### config.mk
export PLATFORM = sky130hd
export DESIGN_NAME = tem_conditioner
export DESIGN_NICKNAME = d
export VERILOG_FILES = /design/src/rtl/tem_conditioner.sv
export SDC_FILE = /design/constraint.sdc
export NUM_CORES = 1
export LEC_CHECK = 0
export BUFFER_PORTS_ARGS = -buffer_cell sky130_fd_sc_hd__buf_2
export CAP_MARGIN = 30
export CORE_ASPECT_RATIO = 0.8
export CORE_MARGIN = 2
export CORE_UTILIZATION = 54
export CTS_CLUSTER_DIAMETER = 80
export DETAILED_ROUTE_END_ITERATION = 12
export PLACE_DENSITY = 0.84
export SKIP_LAST_GASP = 1
export SLEW_MARGIN = 20
export SYNTH_ARGS = -nofsm -noshare
export SYNTH_HDL_FRONTEND = slang
export SYNTH_SLANG_ARGS = --single-unit
export TNS_END_PERCENT = 5
### constraint.sdc
create_clock -name clk -period 0.9 [get_ports clk]
set_clock_uncertainty 0.05 [all_clocks]
set_input_delay 0.045 -clock clk [delete_from_list [all_inputs] [get_ports clk]]
set_output_delay 0.045 -clock clk [all_outputs]
set_load 0.01 [all_outputs]
### src/rtl/tem_conditioner.sv
// Purpose: clean up a raw TEM comparator into one fixed-width trigger per event, with holdoff lockout.
// Latency: tem_in sampled high at edge 0 -> tem_out high after edge DEBOUNCE_CYCLES+3.
// Backpressure: none; events arriving during PULSE/HOLDOFF are discarded and flagged on dropped.
// Optional build macro TEM_COND_TRIG_COUNT_EN adds a 16-bit wrapping trigger counter output trig_cnt.
module tem_conditioner #(
  parameter int DEBOUNCE_CYCLES = 16,
  parameter int PULSE_CYCLES    = 8,
  parameter int HOLDOFF_CYCLES  = 8000
) (
  input  logic        clk,
  input  logic        rst_n,
  input  logic        enable,
  input  logic        tem_in,
  output logic        tem_out,
  output logic        busy,
  output logic        dropped
`ifdef TEM_COND_TRIG_COUNT_EN
  ,
  output logic [15:0] trig_cnt
`endif
);

  localparam int MAX_PHASE = (PULSE_CYCLES > HOLDOFF_CYCLES) ? PULSE_CYCLES : HOLDOFF_CYCLES;
  localparam int CW        = $clog2(MAX_PHASE + 1);
  localparam int DW        = (DEBOUNCE_CYCLES > 1) ? $clog2(DEBOUNCE_CYCLES) : 1;

  localparam logic [DW-1:0] DB_MAX     = DW'(DEBOUNCE_CYCLES - 1);
  localparam logic [CW-1:0] PULSE_LOAD = CW'(PULSE_CYCLES - 1);
  localparam logic [CW-1:0] HOLD_LOAD  = CW'(HOLDOFF_CYCLES - 1);

  typedef enum logic [1:0] {
    DISARMED = 2'd0,
    ARMED    = 2'd1,
    PULSE    = 2'd2,
    HOLDOFF  = 2'd3
  } state_t;

  logic          rst_meta;
  logic          rst_sync_n;
  logic          tem_meta;
  logic          tem_sync;
  logic          tem_last;
  logic [DW-1:0] db_cnt;
  logic          db_level;
  logic          db_prev;
  logic          db_rise;
  logic          settled_low;
  state_t        state;
  state_t        nxt_state;
  logic [CW-1:0] phase_cnt;
  logic [CW-1:0] nxt_cnt;
  logic          drop_nxt;

  // Reset asserts immediately, releases two clocks later so all flops leave reset together.
  always_ff @(posedge clk or negedge rst_n) begin
    if (!rst_n) begin
      rst_meta   <= 1'b0;
      rst_sync_n <= 1'b0;
    end else begin
      rst_meta   <= 1'b1;
      rst_sync_n <= rst_meta;
    end
  end

  // Two-flop synchronizer for the raw comparator, plus one delayed copy for change detection.
  always_ff @(posedge clk or negedge rst_sync_n) begin
    if (!rst_sync_n) begin
      tem_meta <= 1'b0;
      tem_sync <= 1'b0;
      tem_last <= 1'b0;
    end else begin
      tem_meta <= tem_in;
      tem_sync <= tem_meta;
      tem_last <= tem_sync;
    end
  end

  // Debouncer: count stable samples (saturating); adopt the sample once the count is full.
  always_ff @(posedge clk or negedge rst_sync_n) begin
    if (!rst_sync_n) begin
      db_cnt   <= '0;
      db_level <= 1'b0;
      db_prev  <= 1'b0;
    end else begin
      db_prev <= db_level;
      if (tem_sync != tem_last) begin
        db_cnt <= '0;
      end else if (db_cnt != DB_MAX) begin
        db_cnt <= db_cnt + 1'b1;
      end
      if ((tem_sync == tem_last) && (db_cnt == DB_MAX)) begin
        db_level <= tem_sync;
      end
    end
  end

  assign db_rise = db_level & ~db_prev;
  // Arm only on a confirmed, settled low so a level already high at start-up never triggers.
  assign settled_low = ~db_level & ~tem_sync & (tem_sync == tem_last) & (db_cnt == DB_MAX);

  // Next-state and phase-counter logic; enable low overrides everything.
  always_comb begin
    nxt_state = state;
    nxt_cnt   = phase_cnt;
    drop_nxt  = 1'b0;
    if (!enable) begin
      nxt_state = DISARMED;
      nxt_cnt   = '0;
    end else begin
      case (state)
        DISARMED: begin
          nxt_cnt = '0;
          if (settled_low) nxt_state = ARMED;
        end
        ARMED: begin
          if (db_rise) begin
            nxt_state = PULSE;
            nxt_cnt   = PULSE_LOAD;
          end
        end
        PULSE: begin
          drop_nxt = db_rise;
          if (phase_cnt == '0) begin
            nxt_state = HOLDOFF;
            nxt_cnt   = HOLD_LOAD;
          end else begin
            nxt_cnt = phase_cnt - 1'b1;
          end
        end
        HOLDOFF: begin
          drop_nxt = db_rise;
          if (phase_cnt == '0) begin
            nxt_state = DISARMED;
            nxt_cnt   = '0;
          end else begin
            nxt_cnt = phase_cnt - 1'b1;
          end
        end
        default: begin
          nxt_state = DISARMED;
          nxt_cnt   = '0;
        end
      endcase
    end
  end

  // State, phase counter and registered outputs.
  always_ff @(posedge clk or negedge rst_sync_n) begin
    if (!rst_sync_n) begin
      state     <= DISARMED;
      phase_cnt <= '0;
      tem_out   <= 1'b0;
      busy      <= 1'b0;
      dropped   <= 1'b0;
    end else begin
      state     <= nxt_state;
      phase_cnt <= nxt_cnt;
      tem_out   <= (nxt_state == PULSE);
      busy      <= (nxt_state == PULSE) || (nxt_state == HOLDOFF);
      dropped   <= drop_nxt;
    end
  end

`ifdef TEM_COND_TRIG_COUNT_EN
  // Count accepted triggers; wraps naturally at 16 bits.
  always_ff @(posedge clk or negedge rst_sync_n) begin
    if (!rst_sync_n) begin
      trig_cnt <= '0;
    end else if ((state == ARMED) && (nxt_state == PULSE)) begin
      trig_cnt <= trig_cnt + 16'd1;
    end
  end
`endif

endmodule

## Word-level counts from Yosys, hierarchy flattened

Cells that the tools add are included.
Widths: inputs -> output; s select.

| word-level totals | value |
|---|---|
| register bits after elaboration | 29 |
| bits in latches | 0 |
| memory bits (writable) | 0 |
| ROM bits | 0 |
| input port bits | 4 |
| output and inout bits | 3 |
| word-level logic and storage cells | 53 |
| memories | 0 |

| cells by class | value |
|---|---|
| add/sub/neg operators | 2 |
| $mul | 0 |
| divide/modulo/power cells | 0 |
| $lt $le $gt $ge | 0 |
| equality and inequality tests | 10 |
| shift-type cells | 0 |
| muxes and demuxes | 15 |
| bitwise operators | 7 |
| reduce and logical (&&, ||, !) cells | 6 |

Operators with widths:

| operator | number |
|---|---|
| $mux 13 | 4 |
| $pmux 13 s4 | 1 |
| $logic_not 13->1 | 1 |
| $sub 13x1->13 const B | 1 |
| $mux 2 | 5 |
| $eq 2x2->1 const B | 4 |
| $mux 4 | 2 |
| $pmux 2 s4 | 1 |
| $add 4x1->4 const B | 1 |
| $and 1x1->1 | 4 |
| $eq 4x4->1 const B | 1 |
| $ne 4x4->1 const B | 1 |
| $ne 3x3->1 const B | 1 |
| $not 1->1 | 3 |
| $eq 2x1->1 const B | 1 |
| $logic_not 2->1 | 1 |
| $mux 1 | 2 |
| $reduce_bool 2->1 | 1 |
| $reduce_or 2->1 | 1 |
| $eq 1x1->1 | 1 |
| $logic_and 1x1->1 | 1 |
| $logic_or 1x1->1 | 1 |
| $ne 1x1->1 | 1 |

## Depth between registers and ports, before layout

Gate-level depths: netlist (run 1).

| depth | value |
|---|---|
| word-level depth | 9 |
| depth in mapped cells | 7 |

## Least setup slack after synthesis (run 1)

Ideal clock, no wire load.

| timing | value |
|---|---|
| kind | reg2reg |
| start point | register phase_cnt[0] |
| end point | register phase_cnt[8] |
| library setup time | 131 ps |
| arrival time | 1,676 ps |
| required time | 719 ps |
| setup slack | -957 ps |
| cell stages (with the launch flop) | 7 |
| path buffers | 0 |
| clock period less this slack | 1,857 ps |
| cells stage by stage | dfrtp_1 inv_1 ha_1 or3b_2 or3_1 a31oi_1 o22ai_1 |

| between the ends | value |
|---|---|
| word-level cells in the longest chain between the ends | 4 |
| elaborated cells on any way between the ends | 6 |

RTL lines:

| what | RTL line | source |
|---|---|---|
| start, declared | 50 | `logic [CW-1:0] phase_cnt;` |
| start signal, assigned | 157 | `phase_cnt <= nxt_cnt;` |
| $sub 13x1->13 or $logic_not 13->1 (tied branches) | -- |  |
| $mux 13 (on tied branches) | 132, 123 |  |
| $pmux 13 s4 (*) | 110 | `case (state)` |
| $mux 13 (*) | 106 | `if (!enable) begin` |

Mark *: on every way between the ends. The rest lies on a longest branch, timed or not.
A chain may end at the register's enable or synchronous reset.

## Worst setup path in the final report (run 1)

| timing | value |
|---|---|
| start point | register phase_cnt[0] |
| end point | register phase_cnt[3] |

Same word-level chain as after synthesis.

==> results of run 1 <==
[final timing paths]
check                                         startpoint                        to  slack (ps)  depth (start not counted)
worst max-delay path            phase_cnt[0]$_DFFE_PN0P_  phase_cnt[3]$_DFFE_PN0P_        -920                          7
worst max register to register  phase_cnt[0]$_DFFE_PN0P_  phase_cnt[3]$_DFFE_PN0P_        -920                          7
max in group asynchronous                          rst_n      rst_sync_n$_DFF_PN0_         180                          3
worst min-delay path                              enable         dropped$_DFF_PN0_          90                          4
worst min register to register      rst_sync_n$_DFF_PN0_  phase_cnt[6]$_DFFE_PN0P_         150                          1
min in group asynchronous           rst_sync_n$_DFF_PN0_  phase_cnt[6]$_DFFE_PN0P_         150                          1
[per-stage QoR]
step	hold WS, ps	total power [µW]	worst slack (ps)	instances	area (µm²)
after floorplan	-301	1450	-848	158	1490
after global placement	-220	1520	-861	243	1890
after detailed placement	-219	1540	-961	243	1890
after CTS	66.1	2320	-892	254	2000
after global routing	69.0	2430	-967	255	2020
final	85.0	2320	-916	255	2020
[worst register-to-register path: cells and delay by family, from the launching register on]
family	cells	cell delay, ps
buffers and inverters	2	310
AND/OR/NAND/NOR	3	620
adder cells (fa/ha/maj)	1	180
flip-flops	1	420
AO/OA/AOI/OAI	1	130
[flip-flops by register name (all words and copies together), names as in the netlist]
name,count
rst_sync_n,1
tem_out,1
dropped,1
phase_cnt,13
rst_meta,1
tem_sync,1
db_level,1
state,2
db_prev,1
db_cnt,4
tem_meta,1
busy,1
tem_last,1
[layer usage]
layer,track usage,vias to the layer above,routed length [µm]
met1,0.320,685,1640
met4,0.126,0,114
met3,0.0815,19,267
met5,0,-,0
li1,-,693,-
met2,0.435,69,1850
[synthesized netlist by cell type (3+ instances only)]
| library cell | instances | share of area |
|---|---|---|
| sky130_fd_sc_hd__nor3_1 | 7 | 0.023 |
| sky130_fd_sc_hd__inv_1 | 14 | 0.035 |
| sky130_fd_sc_hd__nand3_1 | 5 | 0.017 |
| sky130_fd_sc_hd__a21oi_1 | 6 | 0.020 |
| sky130_fd_sc_hd__o21ai_0 | 7 | 0.023 |
| sky130_fd_sc_hd__xnor2_1 | 4 | 0.023 |
| sky130_fd_sc_hd__nand2_1 | 9 | 0.023 |
| sky130_fd_sc_hd__dfrtp_1 | 29 | 0.49 |
| sky130_fd_sc_hd__nand4_1 | 3 | 0.013 |
| sky130_fd_sc_hd__o22ai_1 | 8 | 0.034 |
| sky130_fd_sc_hd__a31oi_1 | 11 | 0.046 |
| sky130_fd_sc_hd__ha_1 | 3 | 0.025 |
| sky130_fd_sc_hd__nor2_1 | 17 | 0.043 |
[power by group]
part           internal (µW)  switching, µW
Sequential              1330           19.9
Combinational           82.2           89.0
Clock                    368            427
Total                   1780            536
[cell families after synthesis]
logic type | count (synthesis)
flip-flops | 29
multiplexers | 1
other | 1
AO/OA/AOI/OAI | 41
AND/OR/NAND/NOR | 59
XOR/XNOR | 5
adder cells (fa/ha/maj) | 3
buffers and inverters | 19
[cell type report]
cell class	instances	area, µm²
sequential	29	726
fill	181	679
timing repair buffer	57	424
multi-input combinational	110	717
inverter	14	52.6
clock buffer	7	55.1
tap	38	47.5
[placed cells by master (no fill, tap or decap), drive strengths merged, types with 4 or more instances in the layout]
| cell type | count |
|---|---|
| a21oi | 6 |
| a31oi | 11 |
| buf | 54 |
| clkbuf | 7 |
| dfrtp | 29 |
| inv | 14 |
| nand2 | 9 |
| nand3 | 5 |
| nor2 | 17 |
| nor3 | 7 |
| o21ai | 7 |
| o22ai | 8 |
| xnor2 | 4 |
[what timing repair did]
item                                    in CTS  in global routing
cloned                                       0                  0
endpoints found under the hold margin        3                  0
resized for setup                            6                  4
endpoints found under the setup margin      26                 26
setup buffers                                1                  1
hold buffers                                 3                  0
pin swaps                                    1                  3
==> flow_results.xml, run 1 <==
<?xml version="1.0" encoding="UTF-8"?>
<metrics>
  <group name="grt">
    <metric name="grt.overflow.total" unit="">0</metric>
    <metric name="via_count_of_the_first_global_routing_pass" unit="">1461</metric>
    <metric name="grt_max_degree" unit="">17</metric>
    <metric name="antenna_found_initial" unit="">0</metric>
    <metric name="gr_util_all_layers" unit="">0.264</metric>
    <metric name="grt_first_pass_wirelength" unit="mm">6.35</metric>
  </group>
  <group name="routing">
    <metric name="drt_first_pass_iters" unit="">4</metric>
    <metric name="wl_per_cell" unit="µm">15.2</metric>
    <metric name="postRouteWirelength" unit="mm">3.87</metric>
    <metric name="routed_via_density" unit="">5.75</metric>
    <metric name="route.detailed.drc" unit="">0</metric>
    <metric name="dr_iter_0_viols" unit="">154</metric>
    <metric name="route.vias.total" unit="">1466</metric>
    <metric name="antenna_violating_nets_remaining" unit="">0</metric>
  </group>
  <group name="setup_path">
    <metric name="crit_slowest_cell" unit="">sky130_fd_sc_hd__dfrtp_1</metric>
    <metric name="cell_family_with_most_cp_delay" unit="">simple AND/OR/NAND/NOR gates</metric>
    <metric name="setup.worst_path.start_class" unit="">flop</metric>
    <metric name="critical-path-max-stage-delay" unit="ps">420</metric>
    <metric name="worst-setup-path-type" unit="">reg2reg</metric>
    <metric name="worstPathArrival" unit="ps">1970</metric>
    <metric name="timing.critical_path.buf_inv" unit="">2</metric>
    <metric name="worst_ep_required_time" unit="ps">1060</metric>
    <metric name="crit_chain" unit="">inv_2 -&gt; ha_1 -&gt; and4bb_2 -&gt; nand4_1 -&gt; buf_4 -&gt; nand2_2 -&gt; o22ai_1</metric>
    <metric name="crit_path_max_fanout" unit="">9</metric>
    <metric name="timing.critical_path.to_type" unit="">flop</metric>
  </group>
  <group name="cts">
    <metric name="clockRootBuffer" unit="">sky130_fd_sc_hd__clkbuf_4</metric>
    <metric name="h_tree_depth" unit="">2</metric>
    <metric name="tritoncts" unit="">done</metric>
    <metric name="max-clock-path-buffers" unit="">2</metric>
    <metric name="clock_sink_count" unit="">29</metric>
    <metric name="clk_pin_slew" unit="ps">80</metric>
    <metric name="clock_latency" unit="ps">330</metric>
    <metric name="numCtsBuffers" unit="">5</metric>
  </group>
  <group name="yosys">
    <metric name="synth-xor-area-share" unit="">0.0294</metric>
    <metric name="ys.flop_type" unit="">sky130_fd_sc_hd__dfrtp_1</metric>
    <metric name="yosysWarnings" unit="">0</metric>
    <metric name="synthArstFlopShare" unit="">1.00</metric>
    <metric name="synth_seq_area_share" unit="">0.487</metric>
    <metric name="synthesis.nets" unit="">165</metric>
    <metric name="yosys.cell_types.count" unit="">41</metric>
    <metric name="syn-instance-count" unit="">158</metric>
    <metric name="synthMuxAreaShare" unit="">0.00671</metric>
    <metric name="synth_top_family_by_area" unit="">simple AND/OR/NAND/NOR gates</metric>
    <metric name="avgSynthCellArea" unit="µm²">9.44</metric>
    <metric name="synth_edf_count" unit="">0</metric>
    <metric name="yosys_register_bits" unit="">29</metric>
    <metric name="synth-compound-area-share" unit="">0.173</metric>
    <metric name="simple_gate_share_of_the_synthesized_area" unit="">0.221</metric>
    <metric name="synth-adder-area-share" unit="">0.0252</metric>
    <metric name="synth_area" unit="µm²">1490</metric>
  </group>
  <group name="cells_and_area">
    <metric name="antenna_cells" unit="">0</metric>
    <metric name="final_core_util" unit="">0.748</metric>
    <metric name="final_net_count" unit="">224</metric>
    <metric name="area_growth_from_synthesis_to_layout" unit="%">35.6</metric>
    <metric name="layout-drive-gt1-share" unit="">0.336</metric>
  </group>
  <group name="die">
    <metric name="floorplan.io_pins" unit="">7</metric>
    <metric name="die_w" unit="µm">62.8</metric>
    <metric name="floorplan.die_area" unit="µm²">3200</metric>
    <metric name="die_height" unit="µm">51.0</metric>
    <metric name="std_cell_rows" unit="">17</metric>
    <metric name="core_region" unit="µm²">2700</metric>
    <metric name="initial_utilization" unit="">0.552</metric>
  </group>
  <group name="flow_run">
    <metric name="number_of_violations_of_the_max_capacitance_limit" unit="">0</metric>
  </group>
  <group name="sta">
    <metric name="worst-slew-pin-transition" unit="ps">737</metric>
    <metric name="rsz0062_at_grt" unit="">yes</metric>
    <metric name="slew-limit-headroom" unit="">0.507</metric>
    <metric name="slew_viol_final" unit="">0</metric>
    <metric name="fin_setup_tns" unit="ps">-16410</metric>
    <metric name="hold_violations" unit="">0</metric>
    <metric name="final.min_clock_period" unit="ps">1820</metric>
    <metric name="setup_viol" unit="">26</metric>
    <metric name="post-route-worst-setup-slack" unit="ps">-916</metric>
    <metric name="fmax" unit="MHz">551</metric>
    <metric name="final.period_utilization" unit="">2.02</metric>
  </group>
  <group name="power">
    <metric name="max-vdd-ir-drop" unit="µV">876</metric>
    <metric name="cellLeakagePower" unit="µW">0.000942</metric>
    <metric name="power_per_cell_area" unit="nW/µm²">1150</metric>
  </group>
  <group name="place">
    <metric name="dp.final_hpwl" unit="mm">2.75</metric>
    <metric name="io_buffer_count" unit="">6</metric>
    <metric name="place.gp.congestion" unit="">0.906</metric>
  </group>
  <group name="run_status">
    <metric name="violations" unit="">negative setup slack</metric>
    <metric name="outcome" unit="">finished with violations</metric>
  </group>
  <group name="worst_hold_path">
    <metric name="hp-class" unit="">in2reg</metric>
  </group>
</metrics>
Power figures use the tool's default switching activity.
==> inputs of run 2 (changes only) <==
--- a/config.mk
+++ b/config.mk
@@ -8,7 +8,7 @@
 export BUFFER_PORTS_ARGS = -buffer_cell sky130_fd_sc_hd__buf_2
 export CAP_MARGIN = 30
 export CORE_ASPECT_RATIO = 0.8
-export CORE_MARGIN = 2
+export CORE_MARGIN = 10
 export CORE_UTILIZATION = 54
 export CTS_CLUSTER_DIAMETER = 80
 export DETAILED_ROUTE_END_ITERATION = 12
==> flow_results.xml, run 2 (same netlist as run 1, synthesis figures left out) <==
<?xml version="1.0" encoding="UTF-8"?>
<metrics>
  <group name="cells_and_area">
    <metric name="largest_reg_flops" unit="">13</metric>
    <metric name="top_register" unit="">phase_cnt</metric>
    <metric name="area_growth_from_synthesis_to_layout" unit="%">35.2</metric>
    <metric name="antenna_cells" unit="">0</metric>
    <metric name="commonest_cells_after_routing_fill_and_taps_aside" unit="">sky130_fd_sc_hd__buf_4, sky130_fd_sc_hd__dfrtp_1, sky130_fd_sc_hd__nor2_1</metric>
    <metric name="final_core_util" unit="">0.793</metric>
    <metric name="layout-drive-gt1-share" unit="">0.319</metric>
    <metric name="biggestRegsByFlops" unit="">phase_cnt (13), db_cnt (4), state (2)</metric>
    <metric name="finish.cell_count_without_fillers" unit="">252</metric>
    <metric name="final_common_cell" unit="">sky130_fd_sc_hd__buf_4</metric>
    <metric name="final_net_count" unit="">222</metric>
  </group>
  <group name="routing">
    <metric name="route.detailed.drc" unit="">0</metric>
    <metric name="routed_via_density" unit="">6.24</metric>
    <metric name="dr_iter_0_viols" unit="">205</metric>
    <metric name="drt_first_pass_iters" unit="">9</metric>
    <metric name="antenna_violating_nets_remaining" unit="">0</metric>
    <metric name="postRouteWirelength" unit="mm">4.34</metric>
    <metric name="wl_per_cell" unit="µm">17.2</metric>
    <metric name="route.vias.total" unit="">1573</metric>
  </group>
  <group name="grt">
    <metric name="grt.overflow.total" unit="">0</metric>
    <metric name="grt_met1_use" unit="">0.186</metric>
    <metric name="via_count_of_the_first_global_routing_pass" unit="">1455</metric>
    <metric name="gr_util_all_layers" unit="">0.162</metric>
    <metric name="global_route.usage.met2" unit="">0.254</metric>
    <metric name="grtUsageMet3" unit="">0.0603</metric>
    <metric name="top_usage_layer" unit="">met2</metric>
    <metric name="antenna_found_initial" unit="">0</metric>
    <metric name="grt_first_pass_wirelength" unit="mm">6.64</metric>
    <metric name="grt_max_degree" unit="">28</metric>
  </group>
  <group name="run_status">
    <metric name="violations" unit="">negative setup slack</metric>
    <metric name="outcome" unit="">finished with violations</metric>
  </group>
  <group name="sta">
    <metric name="worst-slew-pin-transition" unit="ps">748</metric>
    <metric name="setup_viol" unit="">26</metric>
    <metric name="final.period_utilization" unit="">2.09</metric>
    <metric name="rsz0062_at_grt" unit="">yes</metric>
    <metric name="slew_viol_final" unit="">0</metric>
    <metric name="final.min_clock_period" unit="ps">1880</metric>
    <metric name="slew-limit-headroom" unit="">0.500</metric>
    <metric name="post-route-worst-setup-slack" unit="ps">-977</metric>
    <metric name="fmax" unit="MHz">533</metric>
    <metric name="holdWs" unit="ps">24.9</metric>
    <metric name="hold_violations" unit="">0</metric>
  </group>
  <group name="setup_path">
    <metric name="r2r_setup_slack" unit="ps">-980</metric>
    <metric name="setup.worst_path.start_class" unit="">flop</metric>
    <metric name="crit_path_max_fanout" unit="">4</metric>
    <metric name="r2r.worst_path.cells" unit="">7</metric>
    <metric name="crit_start" unit="">phase_cnt[0]$_DFFE_PN0P_</metric>
    <metric name="worstPathArrival" unit="ps">2080</metric>
    <metric name="worst_r2r_startpoint" unit="">phase_cnt[0]$_DFFE_PN0P_</metric>
    <metric name="reg2reg_to" unit="">phase_cnt[8]$_DFFE_PN0P_</metric>
    <metric name="worst-setup-path-type" unit="">reg2reg</metric>
    <metric name="timing.critical_path.to_type" unit="">flop</metric>
    <metric name="worst_ep_required_time" unit="ps">1100</metric>
    <metric name="critical_path.endpoint" unit="">phase_cnt[8]$_DFFE_PN0P_</metric>
  </group>
  <group name="worst_hold_path">
    <metric name="hold-path-cell-count" unit="">3</metric>
    <metric name="hp-class" unit="">in2reg</metric>
  </group>
  <group name="cts">
    <metric name="clock_sink_count" unit="">29</metric>
    <metric name="h_tree_depth" unit="">2</metric>
    <metric name="numCtsBuffers" unit="">5</metric>
    <metric name="max-clock-path-buffers" unit="">2</metric>
    <metric name="clk_pin_slew" unit="ps">90</metric>
    <metric name="tritoncts" unit="">done</metric>
    <metric name="clock_latency" unit="ps">330</metric>
    <metric name="clockRootBuffer" unit="">sky130_fd_sc_hd__clkbuf_4</metric>
  </group>
  <group name="power">
    <metric name="max-vdd-ir-drop" unit="µV">820</metric>
    <metric name="power_per_cell_area" unit="nW/µm²">1140</metric>
    <metric name="cellLeakagePower" unit="µW">0.000927</metric>
  </group>
  <group name="place">
    <metric name="place.gp.congestion" unit="">0.901</metric>
    <metric name="io_buffer_count" unit="">6</metric>
    <metric name="placed_cells_incl_taps" unit="">239</metric>
    <metric name="dp.final_hpwl" unit="mm">2.80</metric>
  </group>
  <group name="die">
    <metric name="core_region" unit="µm²">2540</metric>
    <metric name="die_height" unit="µm">67.0</metric>
    <metric name="std_cell_rows" unit="">16</metric>
    <metric name="floorplan.io_pins" unit="">7</metric>
    <metric name="die_w" unit="µm">78.8</metric>
    <metric name="initial_utilization" unit="">0.587</metric>
    <metric name="floorplan.die_area" unit="µm²">5280</metric>
  </group>
  <group name="flow_run">
    <metric name="number_of_violations_of_the_max_capacitance_limit" unit="">0</metric>
  </group>
</metrics>
run 2: cell count changes in the layout (fill, tap and decap cells not counted), sizes merged:
cell	before	now
buf	54	52
clkbuf	7	8
run 2: final cells by class:
class                           count  area (µm²)
Inverter                           14        52.6
Sequential cell                    29         726
Fill cell                         157         527
Clock buffer                        8        48.8
Timing Repair Buffer               55         418
Multi-Input combinational cell    110         726
Tap cell                           36        45.0
run 2: worst min path at each step:
stage,start,end,slack (ps)
2_1_floorplan,rst_n,rst_meta$_DFF_PN0_,-300
4_1_cts,enable,state[0]$_DFF_PN0_,9
3_5_place_dp,rst_n,rst_meta$_DFF_PN0_,-220
5_1_grt,enable,state[0]$_DFF_PN0_,30
6_report,enable,state[0]$_DFF_PN0_,20
3_3_place_gp,rst_n,rst_meta$_DFF_PN0_,-220
run 2: critical path, stage by stage (launching register included):
cell and delay (ps):
sky130_fd_sc_hd__dfrtp_1 420, sky130_fd_sc_hd__inv_2 100, sky130_fd_sc_hd__ha_4 150, sky130_fd_sc_hd__or3b_4 390, sky130_fd_sc_hd__buf_4 150, sky130_fd_sc_hd__nor4_1 240, sky130_fd_sc_hd__nor2_1 110, sky130_fd_sc_hd__o22ai_1 180
run 2: repair_timing:
action                     CTS  global route
pin swaps                    2             5
gates resized for setup      0             9
hold endpoints to repair     3             0
gates cloned                 0             0
setup endpoints to repair   26            26
setup buffers                2             0
hold buffers                 3             0
run 2: power breakdown:
group / switching [µW] / internal [µW] / total, µW
logic: 107 / 86.9 / 194
registers: 23.7 / 1330 / 1360
clock network: 432 / 311 / 743
run 2: per-layer routing:
layer  vias up  routed length, µm  share of wire
met3        43                505           0.12
li1        688                  -              -
met2       127               1930           0.44
met1       715               1650           0.38
met5         -                  0              0
met4         0                253          0.058
run 2: per-stage QoR:
stage,setup TNS (ps),worst slack (ps),area (µm²),power (µW)
after floorplan,-13070,-848,1490,1450
after global placement,-13970,-853,1880,1530
after detailed placement,-15670,-953,1880,1550
after CTS,-16310,-955,1970,2280
after global routing,-18140,-1040,2020,2390
final,-16410,-977,2020,2290
==> inputs of run 3 (changes only) <==
--- a/config.mk
+++ b/config.mk
@@ -5,6 +5,7 @@
 export SDC_FILE = /design/constraint.sdc
 export NUM_CORES = 1
 export LEC_CHECK = 0
+export ABC_AREA = 1
 export BUFFER_PORTS_ARGS = -buffer_cell sky130_fd_sc_hd__buf_2
 export CAP_MARGIN = 30
 export CORE_ASPECT_RATIO = 0.8
==> flow_results.xml, run 3 <==
<?xml version="1.0" encoding="UTF-8"?>
<metrics>
  <group name="run_status">
    <metric name="outcome" unit="">finished with violations</metric>
    <metric name="violations" unit="">negative hold slack, negative setup slack</metric>
  </group>
  <group name="die">
    <metric name="std_cell_rows" unit="">17</metric>
    <metric name="core_region" unit="µm²">2740</metric>
    <metric name="initial_utilization" unit="">0.560</metric>
    <metric name="floorplan.die_area" unit="µm²">5390</metric>
    <metric name="die_height" unit="µm">67.7</metric>
    <metric name="floorplan.io_pins" unit="">7</metric>
    <metric name="die_w" unit="µm">79.6</metric>
  </group>
  <group name="power">
    <metric name="power_per_cell_area" unit="nW/µm²">1270</metric>
    <metric name="max-vdd-ir-drop" unit="µV">1180</metric>
    <metric name="cellLeakagePower" unit="µW">0.00113</metric>
    <metric name="design_power_total" unit="µW">2600</metric>
  </group>
  <group name="grt">
    <metric name="via_count_of_the_first_global_routing_pass" unit="">1459</metric>
    <metric name="antenna_found_initial" unit="">0</metric>
    <metric name="gr_util_all_layers" unit="">0.160</metric>
    <metric name="grt_max_degree" unit="">15</metric>
    <metric name="grt_first_pass_wirelength" unit="mm">6.51</metric>
    <metric name="grt.overflow.total" unit="">0</metric>
  </group>
  <group name="routing">
    <metric name="antenna_violating_nets_remaining" unit="">0</metric>
    <metric name="postRouteWirelength" unit="mm">3.79</metric>
    <metric name="routed_via_density" unit="">5.07</metric>
    <metric name="wl_per_cell" unit="µm">13.2</metric>
    <metric name="route.vias.total" unit="">1460</metric>
    <metric name="dr_iter_0_viols" unit="">76</metric>
    <metric name="route.detailed.drc" unit="">0</metric>
    <metric name="drt_first_pass_iters" unit="">4</metric>
  </group>
  <group name="cells_and_area">
    <metric name="top_register" unit="">phase_cnt</metric>
    <metric name="largest_reg_flops" unit="">13</metric>
    <metric name="final_common_cell" unit="">sky130_fd_sc_hd__nand2_1</metric>
    <metric name="layout.filler_cells" unit="">183</metric>
    <metric name="commonest_cells_after_routing_fill_and_taps_aside" unit="">sky130_fd_sc_hd__nand2_1, sky130_fd_sc_hd__buf_4, sky130_fd_sc_hd__dfrtp_1</metric>
    <metric name="register_area" unit="µm²">726</metric>
    <metric name="layout-drive-gt1-share" unit="">0.316</metric>
    <metric name="area_growth_from_synthesis_to_layout" unit="%">33.2</metric>
    <metric name="multiInputGateArea" unit="µm²">764</metric>
    <metric name="biggestRegsByFlops" unit="">phase_cnt (13), db_cnt (4), state (2)</metric>
    <metric name="antenna_cells" unit="">0</metric>
    <metric name="final_net_count" unit="">256</metric>
    <metric name="finish.cell_count_without_fillers" unit="">288</metric>
  </group>
  <group name="setup_path">
    <metric name="crit_path_max_fanout" unit="">5</metric>
    <metric name="timing.critical_path.buf_inv" unit="">0</metric>
    <metric name="timing.critical_path.to_type" unit="">flop</metric>
    <metric name="cell_family_with_most_cp_delay" unit="">simple AND/OR/NAND/NOR gates</metric>
    <metric name="setup.worst_path.start_class" unit="">flop</metric>
    <metric name="worst_r2r_startpoint" unit="">phase_cnt[4]$_DFFE_PN0P_</metric>
    <metric name="r2r_setup_slack" unit="ps">-610</metric>
    <metric name="worst-setup-path-type" unit="">reg2reg</metric>
    <metric name="worstPathArrival" unit="ps">1680</metric>
    <metric name="worst_ep_required_time" unit="ps">1070</metric>
    <metric name="crit_slowest_cell" unit="">sky130_fd_sc_hd__dfrtp_1</metric>
    <metric name="reg2reg_to" unit="">phase_cnt[0]$_DFFE_PN0P_</metric>
    <metric name="r2r.worst_path.cells" unit="">6</metric>
    <metric name="critical-path-max-stage-delay" unit="ps">440</metric>
    <metric name="crit_chain" unit="">nor2_2 -&gt; nand2_2 -&gt; nor2_4 -&gt; nand4_1 -&gt; nand3_1 -&gt; o21ai_1</metric>
  </group>
  <group name="sta">
    <metric name="final.min_clock_period" unit="ps">1510</metric>
    <metric name="setup_viol" unit="">26</metric>
    <metric name="rsz0062_at_grt" unit="">yes</metric>
    <metric name="post-route-worst-setup-slack" unit="ps">-606</metric>
    <metric name="final.period_utilization" unit="">1.67</metric>
    <metric name="holdWs" unit="ps">-18.5</metric>
    <metric name="slew_viol_final" unit="">0</metric>
    <metric name="fmax" unit="MHz">664</metric>
    <metric name="hold_violations" unit="">1</metric>
  </group>
  <group name="cts">
    <metric name="numCtsBuffers" unit="">5</metric>
    <metric name="clock_sink_count" unit="">29</metric>
    <metric name="h_tree_depth" unit="">2</metric>
    <metric name="max-clock-path-buffers" unit="">2</metric>
    <metric name="cts_hold_repair.buffers" unit="">3</metric>
    <metric name="clock_latency" unit="ps">340</metric>
    <metric name="clockRootBuffer" unit="">sky130_fd_sc_hd__clkbuf_4</metric>
    <metric name="tritoncts" unit="">done</metric>
    <metric name="clk_pin_slew" unit="ps">100</metric>
  </group>
  <group name="yosys">
    <metric name="synth.most_common_cell" unit="">sky130_fd_sc_hd__nand2_1</metric>
    <metric name="yosysWarnings" unit="">0</metric>
    <metric name="synth_seq_area_share" unit="">0.472</metric>
    <metric name="synth_area" unit="µm²">1540</metric>
    <metric name="yosys_register_bits" unit="">29</metric>
    <metric name="synthTopCellsByArea" unit="">sky130_fd_sc_hd__dfrtp_1, sky130_fd_sc_hd__nand2_1, sky130_fd_sc_hd__nand3_1</metric>
    <metric name="yosys.cell_types.count" unit="">24</metric>
    <metric name="synth_top_cell_by_area" unit="">sky130_fd_sc_hd__dfrtp_1</metric>
    <metric name="avgSynthCellArea" unit="µm²">7.76</metric>
    <metric name="synthArstFlopShare" unit="">1.00</metric>
    <metric name="synth_edf_count" unit="">0</metric>
    <metric name="ys.flop_type" unit="">sky130_fd_sc_hd__dfrtp_1</metric>
    <metric name="synthesis.nets" unit="">205</metric>
    <metric name="syn-instance-count" unit="">198</metric>
    <metric name="synth.cells.most_frequent" unit="">sky130_fd_sc_hd__nand2_1, sky130_fd_sc_hd__dfrtp_1, sky130_fd_sc_hd__nand3_1</metric>
    <metric name="netlist.area_leader.share" unit="">0.472</metric>
  </group>
  <group name="flow_run">
    <metric name="number_of_violations_of_the_max_capacitance_limit" unit="">0</metric>
  </group>
  <group name="worst_hold_path">
    <metric name="hold-path-cell-count" unit="">3</metric>
    <metric name="worstHoldEndpoint" unit="">phase_cnt[0]$_DFFE_PN0P_</metric>
    <metric name="hp-class" unit="">in2reg</metric>
    <metric name="hold_path_startpoint" unit="">enable</metric>
  </group>
  <group name="place">
    <metric name="io_buffer_count" unit="">6</metric>
    <metric name="placed_cells_incl_taps" unit="">273</metric>
    <metric name="place.gp.congestion" unit="">0.888</metric>
    <metric name="dp.final_hpwl" unit="mm">2.62</metric>
  </group>
</metrics>
## run 3: area by class of cell
cell class                      count  share of cell area
Clock buffer                        7              0.0269
Clock inverter                      1              0.0147
Inverter                           22              0.0403
Multi-Input combinational cell    145               0.373
Sequential cell                    29               0.355
Tap cell                           38              0.0232
Timing Repair Buffer               46               0.167
## run 3: cells by family (layout without fill, tap and decap cells)
kind of cell	after synthesis	after routing	share of synthesized area
AO/OA/AOI/OAI	15	15	0.0537
XOR/XNOR	3	3	0.0171
adder cells (fa/ha/maj)	3	3	0.0244
buffers and inverters	24	76	0.0660
flip-flops	29	29	0.472
other	1	1	0.00244
AND/OR/NAND/NOR	123	123	0.364
## run 3: through the flow
step | utilization | TNS [ps] | worst slack (ps) | instance area, µm²
2_1_floorplan | - | -7480 | -403 | 1540
5_1_grt | 0.746 | -13150 | -671 | 2050
3_5_place_dp | 0.674 | -10040 | -559 | 1850
3_3_place_gp | 0.674 | -9180 | -515 | 1850
4_1_cts | 0.743 | -9900 | -509 | 2040
6_report | 0.746 | -10900 | -606 | 2050
## run 3: repair_timing
item	4_1_cts	5_1_grt
setup buffers	3	1
resized for setup	15	1
endpoints found under the setup margin	26	26
cloned	0	0
hold endpoints to repair	4	1
pin swaps	10	5
## run 3: worst register-to-register path, stage by stage (launching register included)
cell and delay [ps]:
sky130_fd_sc_hd__dfrtp_1 440, sky130_fd_sc_hd__nor2_2 160, sky130_fd_sc_hd__nand2_2 110, sky130_fd_sc_hd__nor2_4 140
sky130_fd_sc_hd__nand4_1 250, sky130_fd_sc_hd__nand3_1 160, sky130_fd_sc_hd__o21ai_1 80
## run 3: worst max path at each step
stage	endpoint	cells past startpoint	startpoint	slack, ps
floorplan	tem_out$_DFF_PN0_	8	db_cnt[0]$_DFFE_PN0N_	-400
global placement	tem_out$_DFF_PN0_	7	phase_cnt[1]$_DFFE_PN0P_	-510
detailed placement	tem_out$_DFF_PN0_	9	phase_cnt[1]$_DFFE_PN0P_	-560
CTS	phase_cnt[8]$_DFFE_PN0P_	8	phase_cnt[0]$_DFFE_PN0P_	-510
global route	phase_cnt[1]$_DFFE_PN0P_	6	phase_cnt[4]$_DFFE_PN0P_	-670
finish	phase_cnt[0]$_DFFE_PN0P_	6	phase_cnt[4]$_DFFE_PN0P_	-610
## run 3: routing by layer
metal / up-vias / global-route usage / wire length (µm) / part of all wire
met5: - / 0 / 0 / 0
met1: 684 / 0.173 / 1630 / 0.43
met2: 45 / 0.281 / 1860 / 0.49
met4: 0 / 0.0938 / 99 / 0.026
li1: 721 / - / - / -
met3: 10 / 0.0398 / 206 / 0.054
## run 3: power breakdown
part	switching (µW)	internal (µW)	leakage [µW]
Clock	479	663	0.0000455
Combinational	62.2	55.0	0.000698
Sequential	13.3	1330	0.000392
